===== src/rtl/multi_cycle_ctrl.sv =====
`default_nettype none
// ============================================================================
// Module      : multi_cycle_ctrl
// Description : Main control FSM of the multi-cycle MIPS-subset CPU; sequences
//               fetch/decode/execute/memory/writeback and traps bad opcodes.
// Revision    : 1.0 - initial release
// ============================================================================
module multi_cycle_ctrl #(
    parameter int OP_W = 6
) (
    input  logic            clk,
    input  logic            rst_n,
    input  logic [OP_W-1:0] opcode,
    input  logic            zero,
    input  logic            mem_ready,
    output logic            mem_req,
    output logic            mem_we,
    output logic            iord,
    output logic            ir_we,
    output logic            pc_we,
    output logic [1:0]      pc_src,
    output logic            reg_we,
    output logic            reg_dst,
    output logic            mem_to_reg,
    output logic            alu_src_a,
    output logic [1:0]      alu_src_b,
    output logic            ext_op,
    output logic [1:0]      alu_ctr,
    output logic            illegal,
    output logic [3:0]      state_o
);

    localparam logic [3:0] S_START    = 4'd0;
    localparam logic [3:0] S_FETCH    = 4'd1;
    localparam logic [3:0] S_DECODE   = 4'd2;
    localparam logic [3:0] S_EXEC_R   = 4'd3;
    localparam logic [3:0] S_EXEC_ADR = 4'd4;
    localparam logic [3:0] S_EXEC_BR  = 4'd5;
    localparam logic [3:0] S_EXEC_J   = 4'd6;
    localparam logic [3:0] S_EXEC_I   = 4'd7;
    localparam logic [3:0] S_MEM_RD   = 4'd8;
    localparam logic [3:0] S_MEM_WR   = 4'd9;
    localparam logic [3:0] S_WB_R     = 4'd10;
    localparam logic [3:0] S_WB_I     = 4'd11;
    localparam logic [3:0] S_WB_MEM   = 4'd12;
    localparam logic [3:0] S_TRAP     = 4'd13;

    localparam logic [OP_W-1:0] C_OP_R     = OP_W'(6'b000000);
    localparam logic [OP_W-1:0] C_OP_LW    = OP_W'(6'b100011);
    localparam logic [OP_W-1:0] C_OP_SW    = OP_W'(6'b101011);
    localparam logic [OP_W-1:0] C_OP_BEQ   = OP_W'(6'b000100);
    localparam logic [OP_W-1:0] C_OP_J     = OP_W'(6'b000010);
    localparam logic [OP_W-1:0] C_OP_ORI   = OP_W'(6'b001101);
    localparam logic [OP_W-1:0] C_OP_ADDIU = OP_W'(6'b001001);

    logic [3:0] r_state;
    logic [3:0] w_next;

    always_ff @(posedge clk or negedge rst_n) begin
        if (!rst_n) r_state <= S_START;
        else        r_state <= w_next;
    end

    // Opcode is only consulted in DECODE, EXEC_ADR and EXEC_I.
    always_comb begin
        w_next = S_START;
        case (r_state)
            S_START:  w_next = S_FETCH;
            S_FETCH:  w_next = mem_ready ? S_DECODE : S_FETCH;
            S_DECODE: begin
                if (opcode == C_OP_R)                              w_next = S_EXEC_R;
                else if (opcode == C_OP_LW || opcode == C_OP_SW)   w_next = S_EXEC_ADR;
                else if (opcode == C_OP_BEQ)                       w_next = S_EXEC_BR;
                else if (opcode == C_OP_J)                         w_next = S_EXEC_J;
                else if (opcode == C_OP_ORI || opcode == C_OP_ADDIU) w_next = S_EXEC_I;
                else                                               w_next = S_TRAP;
            end
            S_EXEC_R:   w_next = S_WB_R;
            S_EXEC_ADR: w_next = (opcode == C_OP_SW) ? S_MEM_WR : S_MEM_RD;
            S_EXEC_BR:  w_next = S_FETCH;
            S_EXEC_J:   w_next = S_FETCH;
            S_EXEC_I:   w_next = S_WB_I;
            S_MEM_RD:   w_next = mem_ready ? S_WB_MEM : S_MEM_RD;
            S_MEM_WR:   w_next = mem_ready ? S_FETCH : S_MEM_WR;
            S_WB_R:     w_next = S_FETCH;
            S_WB_I:     w_next = S_FETCH;
            S_WB_MEM:   w_next = S_FETCH;
            S_TRAP:     w_next = S_TRAP;
            default:    w_next = S_START;
        endcase
    end

    always_comb begin
        mem_req    = 1'b0;
        mem_we     = 1'b0;
        iord       = 1'b0;
        ir_we      = 1'b0;
        pc_we      = 1'b0;
        pc_src     = 2'b00;
        reg_we     = 1'b0;
        reg_dst    = 1'b0;
        mem_to_reg = 1'b0;
        alu_src_a  = 1'b0;
        alu_src_b  = 2'b00;
        ext_op     = 1'b0;
        alu_ctr    = 2'b00;
        illegal    = 1'b0;
        case (r_state)
            S_FETCH: begin
                mem_req   = 1'b1;
                alu_src_b = 2'b01;
                ir_we     = mem_ready;
                pc_we     = mem_ready;
            end
            S_DECODE: begin
                alu_src_b = 2'b11;
                ext_op    = 1'b1;
            end
            S_EXEC_R: begin
                alu_src_a = 1'b1;
                alu_ctr   = 2'b10;
            end
            S_EXEC_ADR: begin
                alu_src_a = 1'b1;
                alu_src_b = 2'b10;
                ext_op    = 1'b1;
            end
            S_EXEC_BR: begin
                alu_src_a = 1'b1;
                alu_ctr   = 2'b01;
                pc_src    = 2'b01;
                pc_we     = zero;
            end
            S_EXEC_J: begin
                pc_src = 2'b10;
                pc_we  = 1'b1;
            end
            S_EXEC_I: begin
                alu_src_a = 1'b1;
                alu_src_b = 2'b10;
                if (opcode == C_OP_ORI) begin
                    ext_op  = 1'b0;
                    alu_ctr = 2'b11;
                end else begin
                    ext_op  = 1'b1;
                    alu_ctr = 2'b00;
                end
            end
            S_MEM_RD: begin
                mem_req = 1'b1;
                iord    = 1'b1;
            end
            S_MEM_WR: begin
                mem_req = 1'b1;
                mem_we  = 1'b1;
                iord    = 1'b1;
            end
            S_WB_R: begin
                reg_we  = 1'b1;
                reg_dst = 1'b1;
            end
            S_WB_I: reg_we = 1'b1;
            S_WB_MEM: begin
                reg_we     = 1'b1;
                mem_to_reg = 1'b1;
            end
            S_TRAP:  illegal = 1'b1;
            default: ;
        endcase
    end

    assign state_o = r_state;

endmodule
`default_nettype wire

===== config.mk =====
export PLATFORM = sky130hd
export DESIGN_NAME = multi_cycle_ctrl
export DESIGN_NICKNAME = d
export VERILOG_FILES = /design/src/rtl/multi_cycle_ctrl.sv
export SDC_FILE = /design/constraint.sdc
export NUM_CORES = 1
export LEC_CHECK = 0
export BUFFER_PORTS_ARGS = -buffer_cell sky130_fd_sc_hd__buf_4
export CAP_MARGIN = 20
export CELL_PAD_IN_SITES_DETAIL_PLACEMENT = 0
export CELL_PAD_IN_SITES_GLOBAL_PLACEMENT = 1
export CORE_AREA = 3 3 47 49
export DETAILED_ROUTE_END_ITERATION = 6
export DIE_AREA = 0 0 50 52
export PLACE_DENSITY = 0.89
export SLEW_MARGIN = 20
export SYNTH_ARGS = -nofsm -noshare
export SYNTH_HDL_FRONTEND = slang
export SYNTH_SLANG_ARGS = --single-unit

===== constraint.sdc =====
create_clock -name clk -period 2.6 [get_ports clk]
set_clock_uncertainty 0.1 [all_clocks]
set_input_delay 0.52 -clock clk [delete_from_list [all_inputs] [get_ports clk]]
set_output_delay 0.52 -clock clk [all_outputs]
set_load 0.005 [all_outputs]

==> impl_results.md <==
* Min Tclk post-route at 2.307 ns
* Insertion delay to the later sink of the worst-skew pair at 0.22 ns
* Worst-path cell chain: nor2b_1 -> a21oi_1 -> o22a_1 -> nor2_1 -> buf_4
* Seq cells post-synth at 4
* DP HPWL at 1.194 mm
* Antenna Cells at 0
* Pleak at 0.3671 nW
* Post-Syn Nets at 91
* H-Tree Depth at 1
* Synth cell types at 32
* Initial DRC count at 25
* Most frequent cell after synthesis: nor2_1
* Core Area at 0.001902 mm²
* Number of global-route vias before repair at 611
* First-pass GRT wire length at 2.580 mm
* ANT nets after route at 0
* Final period util at 88.72%
* CP top delay family: flip-flops
* Synth top cells by count: nor2_1, a21oi_1, nand2_1
* Startpoint types: flip-flop
* Post-Syn Area at 571.8 µm²
* Ranking of synthesized cells by area: dfrtp_1, nor2_1, a21oi_1
* Clk sinks at 4
* CP Buf/Inv Count at 1
* Synth Warn # at 0
* Wirelength, routed at 1.615 mm
* Hold Crit Class: in -> reg
* I/O pins at 31
* Layout cells sized above 1 at 37.96%
* Final hold violation count at 0
* Worst EP arrival at 1.69 ns
* Final worst setup slack at 0.2933 ns
* Register area share after synthesis at 17.51%
* Worst Hold Depth at 3
* Final Cell Area at 817.0 µm²
* Critical Path End Type: output pin
* Die area at 0.002600 mm²
* Total CTS buffers at 3
* TritonCTS clock tree: done
* Largest register FFs at 4
* Fmax at 433.5 MHz
* Crit path largest cell delay at 0.60 ns
* RSZ-0062 raised after global routing: false
* Port buffer count at 30
* Root Driver: clkbuf_4
* CTS max path bufs at 2
* Grt ovf at 0
* Max-slew violation count at 0
* Remaining DRCs at 0
* Relative slew slack at 55.43%
* Final net count at 120
* Cts repair resizes at 0
* Cell Area, Placed at 784.5 µm²
* Critical Path RT at 1.98 ns
* Top cell type's share of synthesized area at 17.51%
* Worst reg2reg startpoint: state_o[2]$_DFF_PN0_
* Synth Area per Inst at 7.059 µm²
* Dpl ws at 0.4630 ns
* Tot GR Track Use at 12.64%
* Area grow syn2layout at 42.89%
* Postcts setup bufs at 0
* Drt wl/cell at 11.96 µm
* Initial core utilization at 30.07%
* Vias per cell at 5.104
* Ys async rst share at 100.0%
* FF-to-FF path depth at 4
* Area leader, netlist: dfrtp_1
* Slowest library cell on the worst path: dfrtp_1
* Setup CP Type: reg -> out
* Cell Pwr Density at 1047 mW/mm²
* Sum Neg Setup Slack at 0 ns
* Die H at 52 µm
* MaxCap Viol Count at 0
* Worst hold endpoint: state_o[0]$_DFF_PN0_
* Status: complete, no violations
* Crit Path Max Fanout at 19
* EDFF count, synth at 0
* DR pass1 iterations at 4
* Core Rows at 16
* Die Width at 50 µm
* Worst vdd ir at 0.3771 mV
* Main flop type after synthesis: dfrtp_1
* Syn Inst Count at 81
* Worst slew pin tran at 0.6685 ns
* Final setup fails at 0
* Total vias in the final route at 689
* Clock slew seen by the registers of the worst setup and hold paths at 0.03 ns
* Crit Reg-Reg Endpoint: state_o[3]$_DFF_PN0_
* Largest net degree at the start of global routing at 22
* HP Start: opcode[3]
* Routability Congestion at 0.7552
* Worst R2R Setup Slack at 0.98 ns
* Initial antenna violation count at 0
[cells in the final DEF, fill, tap and decap left out, drive strengths merged, types with 2 or more instances in the layout]
cell type	n
nand4	2
a21oi	10
clkbuf	3
nand3	4
nand2	8
buf	30
o21ai	3
nor2	14
dfrtp	4
nand2b	5
nor3	5
mux2i	2
nor2b	3
[layer usage]
metal | part of all wire [%] | global-route usage, % | up-vias | wire [µm]
met5 | 0 | 0 | - | 0
met4 | 0.43 | 4.147 | 0 | 7
met3 | 5.1 | 1.719 | 2 | 83
met2 | 47 | 21.74 | 26 | 767
met1 | 47 | 16.12 | 318 | 756
li1 | - | - | 343 | -
[where the power goes]
| group | internal, W | total (W) | switching, W | leakage [nW] |
|---|---|---|---|---|
| sequential | 0.0000892 | 0.000246 | 0.000157 | 0.0500 |
| combinational | 0.000315 | 0.000538 | 0.000224 | 0.303 |
| clock | 0.0000513 | 0.0000717 | 0.0000204 | 0.0138 |
[tightest hold or removal path: cells and delay by family]
family	cells	cell delay [ns]
compound gates	1	0.08
buf+inv	1	0.13
simple gates	1	0.06
[through the flow]
stage | instances | hold WS (ns) | util [%] | total power, W
6_report | 135 | 0.5178 | 42.96 | 0.0008557
5_1_grt | 135 | 0.5193 | 42.96 | 0.0009414
4_1_cts | 135 | 0.5054 | 42.96 | 0.0008635
3_5_place_dp | 131 | 0.2167 | 41.25 | 0.0007851
3_3_place_gp | 131 | 0.2154 | 41.25 | 0.0007795
2_1_floorplan | 81 | 0.1244 | - | 0.0005675
[what timing repair did]
action,CTS,global route
hold buffers,1,0
setup endpoints to repair,0,0
endpoints found under the hold margin,4,0
[cell type report]
cell class                      count  area [µm²]
Multi-Input combinational cell     69       421.7
Tap cell                           27       33.78
Sequential cell                     4       100.1
Clock buffer                        3       22.52
Timing Repair Buffer               31       235.2
Inverter                            1       3.754
Fill cell                         201        1085
[worst max path at each step]
stage                               startpoint          to  slack [ns]  depth (start not counted)
after floorplan                      opcode[1]  alu_ctr[0]        0.82                          3
after global placement               opcode[1]      ext_op        0.48                          6
after detailed placement             opcode[1]      ext_op        0.46                          6
after CTS                 state_o[2]$_DFF_PN0_  alu_ctr[0]        0.28                          5
after global routing      state_o[2]$_DFF_PN0_  alu_ctr[0]        0.14                          5
final                     state_o[2]$_DFF_PN0_       pc_we        0.29                          5
[cells by family after synthesis]
| family | synth area share, % |
|---|---|
| and+or+nand+nor | 45.74 |
| buffers and inverters | 8.751 |
| muxes | 3.501 |
| AOI/OAI and AO/OA | 22.98 |
| xor gates and xnor gates | 1.532 |
| DFF | 17.51 |
Power figures use the tool's default switching activity.
